`src/rtl/fp_ctrl_pkg.sv`:
```
// Shared definitions for the FP control path: opcode encodings (instruction
// bits [31:25]), the multi-cycle sequencer state type and the unit selector.
package fp_ctrl_pkg;

  // Single-cycle FP ops: these never stall the pipeline.
  localparam logic [6:0] OP_FADD    = 7'b0000000;
  localparam logic [6:0] OP_FSUB    = 7'b0000100;
  localparam logic [6:0] OP_FMUL    = 7'b0001000;
  localparam logic [6:0] OP_FMINMAX = 7'b0010100;
  localparam logic [6:0] OP_FCMP    = 7'b1010000;

  // Iterative FP ops handled by the multi-cycle sequencer.
  localparam logic [6:0] OP_FSQRT   = 7'b0001011;
  localparam logic [6:0] OP_FDIV    = 7'b0000011;

  typedef enum logic [1:0] {
    IDLE  = 2'd0,
    START = 2'd1,
    WAIT  = 2'd2,
    WB    = 2'd3
  } mc_state_t;

  typedef enum logic {
    UNIT_SQRT = 1'b0,
    UNIT_DIV  = 1'b1
  } mc_unit_t;

  function automatic logic is_mc_op(input logic [6:0] opcode);
    return (opcode == OP_FSQRT) || (opcode == OP_FDIV);
  endfunction

endpackage

```
`src/rtl/fp_mc_watchdog.sv`:
```
// Watchdog counter for the multi-cycle sequencer.
// Counts enabled cycles since the last clear and flags the cycle that is the
// TIMEOUT_CYCLES-th enabled cycle. The count saturates so it never wraps while
// the sequencer sits idle after a timeout.
//
// Ports:
//   clk, rst_n  clock and asynchronous active-low reset
//   clear       restart the count (asserted while the sequencer is in START)
//   enable      count this cycle (asserted while waiting for done)
//   expired     the current enabled cycle is the last one allowed
module fp_mc_watchdog #(
  parameter int TIMEOUT_CYCLES = 64,
  parameter int TMO_W          = 7
) (
  input  logic clk,
  input  logic rst_n,
  input  logic clear,
  input  logic enable,
  output logic expired
);

  localparam logic [TMO_W-1:0] LAST = TMO_W'(TIMEOUT_CYCLES - 1);

  logic [TMO_W-1:0] count;

  always_ff @(posedge clk or negedge rst_n) begin
    if (!rst_n) begin
      count <= '0;
    end else if (clear) begin
      count <= '0;
    end else if (enable && (count != LAST)) begin
      count <= count + TMO_W'(1);
    end
  end

  // count holds the number of completed wait cycles, so LAST marks the final one.
  assign expired = (count == LAST);

endmodule

```
`src/rtl/fp_multicycle_sequencer.sv`:
```
// Multi-cycle FP sequencer sitting behind decode.
// Detects FSQRT/FDIV, pulses the owning unit's start, stalls the front of the
// pipeline until the unit reports done, then emits a one-cycle writeback of
// the captured result. Single-cycle FP ops pass by without a stall.
//
// Optional feature: define FP_MC_WATCHDOG_EN to abort a sequence whose unit
// has not answered within TIMEOUT_CYCLES wait cycles (timeout_err pulse).
// Without it the sequencer waits indefinitely and timeout_err is tied low.
//
// Ports:
//   clk, rst_n                       clock, asynchronous active-low reset
//   id_valid, id_opcode, id_rd       decode-stage instruction fields
//   flush                            abort any sequence in flight
//   sqrt_start/done/result           FSQRT unit handshake
//   div_start/done/result            FDIV unit handshake
//   halt_out                         stall decode and earlier stages
//   wb_valid, wb_rd, wb_data         result writeback
//   timeout_err                      watchdog abort pulse
module fp_multicycle_sequencer
  import fp_ctrl_pkg::*;
#(
  parameter int DATA_W         = 32,
  parameter int TIMEOUT_CYCLES = 64,
  parameter int TMO_W          = 7
) (
  input  logic              clk,
  input  logic              rst_n,
  input  logic              id_valid,
  input  logic [6:0]        id_opcode,
  input  logic [4:0]        id_rd,
  input  logic              flush,
  output logic              sqrt_start,
  input  logic              sqrt_done,
  input  logic [DATA_W-1:0] sqrt_result,
  output logic              div_start,
  input  logic              div_done,
  input  logic [DATA_W-1:0] div_result,
  output logic              halt_out,
  output logic              wb_valid,
  output logic [4:0]        wb_rd,
  output logic [DATA_W-1:0] wb_data,
  output logic              timeout_err
);

  // The watchdog counter must be able to represent TIMEOUT_CYCLES.
  if (TMO_W < $clog2(TIMEOUT_CYCLES + 1)) begin : g_tmo_w_check
    $error("TMO_W too narrow for TIMEOUT_CYCLES");
  end

  mc_state_t         state_q, next_state;
  mc_unit_t          unit_q, unit_d;
  logic              mc_op;
  logic              latch_en;
  logic              capture_en;
  logic              sel_done;
  logic [DATA_W-1:0] sel_result;

`ifdef FP_MC_WATCHDOG_EN
  logic wd_clear;
  logic wd_enable;
  logic wd_expired;
  logic tmo_fire;
`endif

  assign mc_op  = is_mc_op(id_opcode);
  assign unit_d = (id_opcode == OP_FDIV) ? UNIT_DIV : UNIT_SQRT;

  // Only the unit owning the current sequence is listened to; the other
  // unit's done is ignored in every state.
  assign sel_done   = (unit_q == UNIT_DIV) ? div_done   : sqrt_done;
  assign sel_result = (unit_q == UNIT_DIV) ? div_result : sqrt_result;

  always_ff @(posedge clk or negedge rst_n) begin
    if (!rst_n) begin
      state_q <= IDLE;
      unit_q  <= UNIT_SQRT;
      wb_rd   <= '0;
      wb_data <= '0;
    end else begin
      state_q <= next_state;
      if (latch_en) begin
        unit_q <= unit_d;
        wb_rd  <= id_rd;
      end
      if (capture_en) begin
        wb_data <= sel_result;
      end
    end
  end

  always_comb begin
    next_state = state_q;
    latch_en   = 1'b0;
    capture_en = 1'b0;
    halt_out   = 1'b0;
    sqrt_start = 1'b0;
    div_start  = 1'b0;
    wb_valid   = 1'b0;
`ifdef FP_MC_WATCHDOG_EN
    wd_clear   = 1'b0;
    wd_enable  = 1'b0;
    tmo_fire   = 1'b0;
`endif

    // A flush overrides everything: no start, no writeback, no halt.
    if (flush) begin
      next_state = IDLE;
    end else begin
      unique case (state_q)
        IDLE: begin
          if (id_valid && mc_op) begin
            latch_en   = 1'b1;
            halt_out   = 1'b1;
            next_state = START;
          end
        end
        START: begin
          halt_out   = 1'b1;
          sqrt_start = (unit_q == UNIT_SQRT);
          div_start  = (unit_q == UNIT_DIV);
`ifdef FP_MC_WATCHDOG_EN
          wd_clear   = 1'b1;
`endif
          // A unit may answer in the same cycle it is started.
          if (sel_done) begin
            capture_en = 1'b1;
            next_state = WB;
          end else begin
            next_state = WAIT;
          end
        end
        WAIT: begin
          halt_out = 1'b1;
`ifdef FP_MC_WATCHDOG_EN
          wd_enable = 1'b1;
`endif
          if (sel_done) begin
            capture_en = 1'b1;
            next_state = WB;
`ifdef FP_MC_WATCHDOG_EN
          end else if (wd_expired) begin
            tmo_fire   = 1'b1;
            next_state = IDLE;
`endif
          end
        end
        WB: begin
          // The held instruction retires now; id_valid is not re-examined.
          wb_valid   = 1'b1;
          next_state = IDLE;
        end
        default: next_state = IDLE;
      endcase
    end
  end

`ifdef FP_MC_WATCHDOG_EN
  fp_mc_watchdog #(
    .TIMEOUT_CYCLES (TIMEOUT_CYCLES),
    .TMO_W          (TMO_W)
  ) u_watchdog (
    .clk     (clk),
    .rst_n   (rst_n),
    .clear   (wd_clear),
    .enable  (wd_enable),
    .expired (wd_expired)
  );

  // The abort pulse lands in the IDLE cycle, when halt is already released.
  always_ff @(posedge clk or negedge rst_n) begin
    if (!rst_n) begin
      timeout_err <= 1'b0;
    end else begin
      timeout_err <= tmo_fire;
    end
  end
`else
  assign timeout_err = 1'b0;
`endif

endmodule

```
`config.mk`:
```
export PLATFORM = sky130hd
export DESIGN_NAME = fp_multicycle_sequencer
export DESIGN_NICKNAME = d
export VERILOG_FILES = /design/src/rtl/fp_ctrl_pkg.sv /design/src/rtl/fp_mc_watchdog.sv /design/src/rtl/fp_multicycle_sequencer.sv
export SDC_FILE = /design/constraint.sdc
export NUM_CORES = 1
export LEC_CHECK = 0
export CAP_MARGIN = 20
export CORE_ASPECT_RATIO = 1.5
export CORE_MARGIN = 2
export CORE_UTILIZATION = 37
export CTS_CLUSTER_DIAMETER = 40
export CTS_CLUSTER_SIZE = 20
export DETAILED_ROUTE_END_ITERATION = 10
export PLACE_DENSITY = 0.84
export SETUP_SLACK_MARGIN = 0.5
export SYNTH_ARGS = -nofsm -noshare
export SYNTH_HDL_FRONTEND = slang
export SYNTH_HIERARCHICAL = 1
export SYNTH_SLANG_ARGS = --single-unit
```
`constraint.sdc`:
```
create_clock -name clk -period 1.7 [get_ports clk]
set_input_delay 0.34 -clock clk [delete_from_list [all_inputs] [get_ports clk]]
set_output_delay 0.34 -clock clk [all_outputs]
set_load 0.1 [all_outputs]
```
==> impl_metrics.toml, run 1 <==
[grt]
overflow = 106
grt_antenna_before_repair = 2
globalRouteTotalUtil = 0.738
grt_max_degree = 41

[clocking]
tritoncts.num_buffers = 5
cts_sinks = 40
ctsHoldBuffers = 0
cts.htree.levels = 2
root_buffer = "sky130_fd_sc_hd__clkbuf_8"
max-clock-path-buffers = 2

[logic_synthesis]
ys_seq_area_frac = 0.501
synth_top_area_frac = 0.501
synth_area_leader_cell = "sky130_fd_sc_hd__dfrtp_1"
synth-main-ff-cell = "sky130_fd_sc_hd__dfrtp_1"
synth_seq_cells = 40
synth-edff-count = 0
synth.area.top_cells = "sky130_fd_sc_hd__dfrtp_1 (50%), sky130_fd_sc_hd__mux2i_1 (16%), sky130_fd_sc_hd__a21oi_1 (8.3%)"
ys.warnings.count = 6
synth_common_cells = "sky130_fd_sc_hd__dfrtp_1 (40), sky130_fd_sc_hd__a21oi_1 (33), sky130_fd_sc_hd__nor2_1 (33)"
post_synth.cell_area_avg_sq_um = 10.9
post-synth-top-count-cell = "sky130_fd_sc_hd__dfrtp_1"
async_flop_share = 1.00
synth_cell_type_count = 28
netlist_instances = 184
syn-num-nets = 271
cell_area_after_synthesis_sq_um = 2000

[sta]
grt_worst_setup_endpoint = "halt_out"
worstEndpointType = "top-level output"

[placement]
port-buffer-count = 122
gp_routability_congestion = 0.815
postPlaceCellArea_sq_um = 3910
place.detailed.hpwl_mm = 4.55
post-place-ws_ns = -0.210

[floorplanning]
floorplan.initialDensity = 0.387
pin_count = 124
core.rowCount = 32
die_height_um = 94.0
fp.dieW_um = 64

[run_status]
error_msg = "[ERROR GRT-0232] Routing congestion too high. Check the congestion heatmap in the GUI."
last-stage-reached = "global routing"
run_status = "stopped before the end"
-- metrics by stage --
stage / instances / setup TNS (ns) / utilization
detailed placement: 377 / -3.46 / 0.757
global placement: 377 / -2.00 / 0.757
floorplan: 184 / -0.329 / -
CTS: 430 / -0.490 / 0.953
-- per-layer routing --
metal | overflow | track usage
met1 | 0 | 0.693
met2 | 60 | 0.970
met3 | 0 | 0.465
met4 | 46 | 0.908
met5 | 0 | 0
-- what timing repair did --
action / CTS
gates cloned: 5
setup endpoints to repair: 81
pin swaps: 19
gates resized for setup: 133
setup buffers: 40
-- cells by family after synthesis --
kind of cell,count (synthesis),synth area share
simple gates,46,0.114
compound gates,40,0.111
flops,40,0.501
mux,38,0.200
buf+inv,14,0.0413
fa+ha+maj,5,0.0313
other cells,1,0.00188
==> inputs of run 2 (changes only) <==
--- a/config.mk
+++ b/config.mk
@@ -6,14 +6,10 @@
 export NUM_CORES = 1
 export LEC_CHECK = 0
 export CAP_MARGIN = 20
-export CORE_ASPECT_RATIO = 1.5
 export CORE_MARGIN = 2
-export CORE_UTILIZATION = 37
-export CTS_CLUSTER_DIAMETER = 40
-export CTS_CLUSTER_SIZE = 20
+export CORE_UTILIZATION = 25
 export DETAILED_ROUTE_END_ITERATION = 10
-export PLACE_DENSITY = 0.84
-export SETUP_SLACK_MARGIN = 0.5
+export PLACE_DENSITY_LB_ADDON = 0.15
 export SYNTH_ARGS = -nofsm -noshare
 export SYNTH_HDL_FRONTEND = slang
 export SYNTH_HIERARCHICAL = 1
==> run 2 against run 1 <==
- the flow now finishes, with violations (negative setup slack)
- synthesized cell count unchanged
- synthesized area unchanged
==> impl_metrics.toml, run 2 <==
[setup_path]
critPathSlowestCell = "sky130_fd_sc_hd__clkdlybuf4s50_1"
critical_path_peak_fanout = 2
path_buf_inv = 2
critPathRequiredTime_ns = 1.36
worst-setup-path-type = "in2out"
startpoint_type = "input port"
crit_path_max_incr_delay_ns = 0.39
end_kind = "output pin"
crit_family = "buffers and inverters"
worst_ep_arrival_time_ns = 1.56
worstPathCellList = "clkdlybuf4s50_1 -> and4bb_2 -> nand4_4 -> a21oi_4 -> buf_12"

[grt]
overflow = 0
vias_in_the_first_global_route = 1861
grt_antenna_before_repair = 0
global_route_wire_length_before_repair_mm = 8.89
globalRouteTotalUtil = 0.129
grt_max_degree = 37

[routing]
route.detailed.wl_per_inst_um = 13.1
antenna_violating_nets_left = 0
post_detailed_route_via_to_cell_ratio = 4.34
detailedRoute.firstPassIterationCount = 4
num_vias = 1830
post-route-drc-count = 0
initialDrtViolationCount = 30
route.final.wire_length_mm = 5.51

[sta]
timing.slew.headroom = 0.633
setup_ws_ns = -0.203
final_hold_viols = 0
finalCritPeriodShare = 1.12
period_minus_slack_ns = 1.90
finalSetupViolations = 3
clock-skew-final_ns = 0.00435
rsz0062_at_grt = "true"
tightest_slew_ns = 0.550
fmax_mhz = 526
slew_viol_final = 0

[logic_synthesis]
post-synth-top-count-cell = "sky130_fd_sc_hd__dfrtp_1"
netlist_instances = 184
synth_common_cells = "sky130_fd_sc_hd__dfrtp_1 (40), sky130_fd_sc_hd__a21oi_1 (33), sky130_fd_sc_hd__nor2_1 (33)"
synth-edff-count = 0
synth_top_area_frac = 0.501
synth-main-ff-cell = "sky130_fd_sc_hd__dfrtp_1"
cell_area_after_synthesis_sq_um = 2000
synth_seq_cells = 40
syn-num-nets = 271
synth.area.top_cells = "sky130_fd_sc_hd__dfrtp_1 (50%), sky130_fd_sc_hd__mux2i_1 (16%), sky130_fd_sc_hd__a21oi_1 (8.3%)"
ys_seq_area_frac = 0.501
async_flop_share = 1.00
synth_area_leader_cell = "sky130_fd_sc_hd__dfrtp_1"
synth_cell_type_count = 28
post_synth.cell_area_avg_sq_um = 10.9
ys.warnings.count = 6

[clocking]
root_buffer = "sky130_fd_sc_hd__clkbuf_8"
cts_sinks = 40
cts.htree.levels = 2
clk_latency_ns = 0.29
tritoncts.num_buffers = 5
max-clock-path-buffers = 2
cts.clk_slew.worst_paths_ns = 0.08
tritoncts = "yes"
ctsHoldBuffers = 0

[power_and_ir_drop]
cellPowerDensity_nw_per_um2 = 2040
netSwitchingFraction = 0.540
clock_share_of_power = 0.080
share_seq_of_total_power = 0.217
power.switching_mw = 4.44
vdd_drop_max_uv = 1310
comb_power_share = 0.703
leakage_power_total_nw = 1.67
p_int_mw = 3.79

[floorplanning]
fp.dieW_um = 93.4
die_height_um = 93.4
core.rowCount = 32
design.die.area_sq_um = 8720
pin_count = 124
fp.coreArea_sq_um = 7730
floorplan.initialDensity = 0.259

[layout]
largest-register = "wb_data"
antenna_cells = 0
largestRegisters = "wb_data (32), wb_rd (5), state_q (2)"
final_common_cell = "sky130_fd_sc_hd__clkdlybuf4s50_1"
layout.nets = 406
most_used_cells_in_the_layout_excluding_fill_and_tap_cells = "sky130_fd_sc_hd__clkdlybuf4s50_1 (76), sky130_fd_sc_hd__buf_12 (45), sky130_fd_sc_hd__dfrtp_1 (39), sky130_fd_sc_hd__nor2_1 (33)"
area_delta_synth_final_pct = 102
finalCoreUtilization = 0.523
largest_reg_flops = 32
drive_above_1_share = 0.278

[placement]
place.detailed.hpwl_mm = 4.31
port-buffer-count = 122
post-place-ws_ns = -0.191
gp_routability_congestion = 0.772

[run]
cap_violations = 0

[run_status]
failed_checks = "negative setup slack"
run_status = "complete, but fails checks"

[worst_hold_path]
hold_class = "in2async"
## run 2: logic make-up after synthesis
group                      Yosys count  synth area share
other                                1           0.00188
muxes                               38             0.200
buffers and inverters               14            0.0413
AOI/OAI and AO/OA                   40             0.111
DFF                                 40             0.501
adders and majority gates            5            0.0313
and+or+nand+nor                     46             0.114
## run 2: layout make-up
cell class	count	area, sq um
repair buffers	139	1810
well taps	102	128
clock inverters	1	7.51
fillers	695	3690
flip-flops and latches	40	1000
clock buffers	7	86.3
multi-input cells	130	990
inverters	3	11.3
## run 2: what timing repair did
item                                    in CTS  in global routing
pin swaps                                    0                  2
gates resized for setup                      2                  5
endpoints found under the setup margin       3                  4
buffers inserted                             0                  7
## run 2: layer usage
layer	routed length, um	GRT usage
met4	43	0.0294
met1	2240	0.152
met2	2530	0.215
met5	0	0
met3	700	0.0588
## run 2: stage by stage
stage                     area, sq um  instances  power (mW)  hold slack (ns)  setup TNS, ns
after floorplan                  2060        184        5.17           0.0444         -0.370
after global placement           3880        409        7.56            0.373          -4.50
after detailed placement         3880        409        7.61            0.363          -5.31
after CTS                        3980        417        8.29           0.0378         -0.316
after global routing             4040        422        8.57           0.0604         -0.467
final                            4040        422        8.23           0.0223         -0.268
## run 2: power by group through the flow
stage	combinational (mW)	clock [mW]	sequential, mW
after floorplan	0.625	0	4.55
after global placement	5.76	0	1.80
after detailed placement	5.79	0	1.82
after CTS	5.80	0.703	1.80
after global routing	5.99	0.742	1.84
final	5.78	0.660	1.79
## run 2: final timing paths
path | from | to | slack [ns] | depth (start not counted)
setup reg to reg | state_q[1] | wb_rd[2] | 0.14 | 7
max in group asynchronous | rst_n | unit_q | 1.16 | 2
min in group clk | wb_rd[4] | wb_rd[4] | 0.57 | 1
hold / removal | rst_n | wb_data[19] | 0.02 | 1
setup / recovery | id_opcode[2] | halt_out | -0.20 | 5
hold reg to reg | wb_rd[4] | wb_rd[4] | 0.57 | 1
## run 2: worst reg2reg max path, stage by stage, from the launching register on
cell and delay, ns:
sky130_fd_sc_hd__dfrtp_1 0.39, sky130_fd_sc_hd__inv_2 0.10, sky130_fd_sc_hd__ha_4 0.13, sky130_fd_sc_hd__nor2b_4 0.15
sky130_fd_sc_hd__nand4_4 0.10, sky130_fd_sc_hd__buf_4 0.15, sky130_fd_sc_hd__buf_4 0.15, sky130_fd_sc_hd__mux2_2 0.27
Power figures use the tool's default switching activity.
==> inputs of run 3 (changes only) <==
==> constraint.sdc (replaced) <==
create_clock -name clk -period 1.65 [get_ports clk]
set_input_delay 0.33 -clock clk [delete_from_list [all_inputs] [get_ports clk]]
set_output_delay 0.33 -clock clk [all_outputs]
set_load 0.1 [all_outputs]
==> run 3 against run 2 <==
- the flow still finishes with violations (negative setup slack)
- critical path depth grew 1
- flip-flop and latch count stayed put
- sequential power grew 3%
- critical path type is now reg2out
- clock power grew 33%
- die area stayed put
- non-clock buffer count down 4
- register-to-register slack better by 0.04 ns
- final cell count down 0.95%
- combinational power rose by 2%
- worst hold slack better by 0.44 ns
- clock skew is 0.00098 ns higher
==> impl_metrics.toml, run 3 (synthesized netlist as in run 2, its figures left out) <==
[layout]
layout.nets = 402
largest_reg_flops = 32
antenna_cells = 0
largestRegisters = "wb_data (32), wb_rd (5), state_q (2)"
finalCoreUtilization = 0.519
area_delta_synth_final_pct = 101
drive_above_1_share = 0.269
largest-register = "wb_data"
final_common_cell = "sky130_fd_sc_hd__clkdlybuf4s50_1"
most_used_cells_in_the_layout_excluding_fill_and_tap_cells = "sky130_fd_sc_hd__clkdlybuf4s50_1 (79), sky130_fd_sc_hd__buf_12 (44), sky130_fd_sc_hd__dfrtp_1 (39), sky130_fd_sc_hd__nor2_1 (33)"

[routing]
route.final.wire_length_mm = 5.43
route.detailed.wl_per_inst_um = 13.0
post-route-drc-count = 0
num_vias = 1810
antenna_violating_nets_left = 0
detailedRoute.firstPassIterationCount = 4
initialDrtViolationCount = 19
post_detailed_route_via_to_cell_ratio = 4.33

[clocking]
max-clock-path-buffers = 2
tritoncts = "yes"
root_buffer = "sky130_fd_sc_hd__clkbuf_8"
cts.htree.levels = 2
clk_latency_ns = 0.29
cts.clk_slew.worst_paths_ns = 0.08
cts_sinks = 40
post-cts-setup-buffers = 0
tritoncts.num_buffers = 5

[grt]
grt_antenna_before_repair = 0
overflow = 0
vias_in_the_first_global_route = 1877
grt_max_degree = 33
globalRouteTotalUtil = 0.131
global_route_wire_length_before_repair_mm = 8.85

[floorplanning]
fp.dieW_um = 93.4
pin_count = 124
floorplan.initialDensity = 0.259
fp.coreArea_sq_um = 7730
design.die.area_sq_um = 8720
die_height_um = 93.4
core.rowCount = 32

[setup_path]
path_buf_inv = 2
worstPathCellList = "inv_2 -> ha_4 -> nor2b_4 -> nand4_4 -> a21oi_4 -> buf_12"
critPathSlowestCell = "sky130_fd_sc_hd__dfrtp_1"
crit_path_max_incr_delay_ns = 0.39
worst_ep_arrival_time_ns = 1.53
startpoint_type = "flip-flop"
end_kind = "output pin"
critical_path_peak_fanout = 3
worst-setup-path-type = "reg2out"
critPathRequiredTime_ns = 1.32
crit_family = "flip-flops"

[sta]
rsz0062_at_grt = "true"
fmax_mhz = 536
setup_ws_ns = -0.215
total_negative_setup_slacks_ns = -0.409
clock-skew-final_ns = 0.00534
final_hold_viols = 0
whs_ns = 0.461
finalCritPeriodShare = 1.13
period_minus_slack_ns = 1.86
slew_viol_final = 0
finalSetupViolations = 3

[placement]
port-buffer-count = 122
gp_routability_congestion = 0.743
place.detailed.hpwl_mm = 4.40
post-place-ws_ns = -0.211

[worst_hold_path]
hold_class = "in2async"

[power_and_ir_drop]
leakage_power_total_nw = 1.64
vdd_drop_max_uv = 1160
cellPowerDensity_nw_per_um2 = 2150

[run_status]
run_status = "complete, but fails checks"
failed_checks = "negative setup slack"

[run]
cap_violations = 0
==> run 3: path summary, 6_finish.rpt <==
check,to,cells after the start,start,slack [ns]
worst min-delay path,state_q[1],2,rst_n,0.46
max in group asynchronous,unit_q,3,rst_n,0.69
worst max register to register,wb_rd[2],6,state_q[0],0.18
worst min register to register,wb_rd[1],1,wb_rd[1],0.58
min in group clk,wb_rd[1],1,wb_rd[1],0.58
worst max-delay path,halt_out,6,state_q[0],-0.21
==> run 3: final cells by class <==
class                      count  area, sq um
sequential                    40         1000
fill                         677         3710
tap                          102          128
clock inverter                 1         30.0
inverter                       3         11.3
clock buffer                   7         96.3
multi-input combinational    130          980
timing repair buffer         135         1770
==> run 3: power by group <==
group | total [mW] | internal (mW) | switching (mW) | leakage (nW)
Clock | 0.875 | 0.534 | 0.341 | 0.0645
Combinational | 5.91 | 2.12 | 3.79 | 1.10
Sequential | 1.85 | 1.41 | 0.441 | 0.477
==> run 3: what timing repair did <==
action | 4_1_cts | 5_1_grt
endpoints found under the setup margin | 4 | 4
hold buffers | 1 | 0
resized for setup | 3 | 0
endpoints found under the hold margin | 10 | 0
pin swaps | 0 | 0
==> run 3: per-stage QoR <==
| step | power (mW) | cell area (sq um) | std cells |
|---|---|---|---|
| 6_report | 8.63 | 4010 | 418 |
| 5_1_grt | 8.96 | 4010 | 418 |
| 4_1_cts | 8.73 | 4010 | 418 |
| 3_5_place_dp | 7.83 | 3870 | 409 |
| 3_3_place_gp | 7.77 | 3870 | 409 |
| 2_1_floorplan | 5.33 | 2060 | 184 |
==> run 3: worst register-to-register path, stage by stage, from the launching register on <==
cell and delay, ns:
sky130_fd_sc_hd__dfrtp_1 0.39, sky130_fd_sc_hd__inv_2 0.10, sky130_fd_sc_hd__ha_4 0.15, sky130_fd_sc_hd__nor2b_4 0.15
sky130_fd_sc_hd__nand4_4 0.09, sky130_fd_sc_hd__buf_4 0.18, sky130_fd_sc_hd__mux2_2 0.27
==> run 3: routing by layer <==
layer  global-route usage  vias up  part of all wire
li1                     -      901                 -
met1                0.150      831              0.40
met2                0.225       74              0.49
met3               0.0483        4             0.097
met4               0.0404        0            0.0070
met5                    0        -                 0
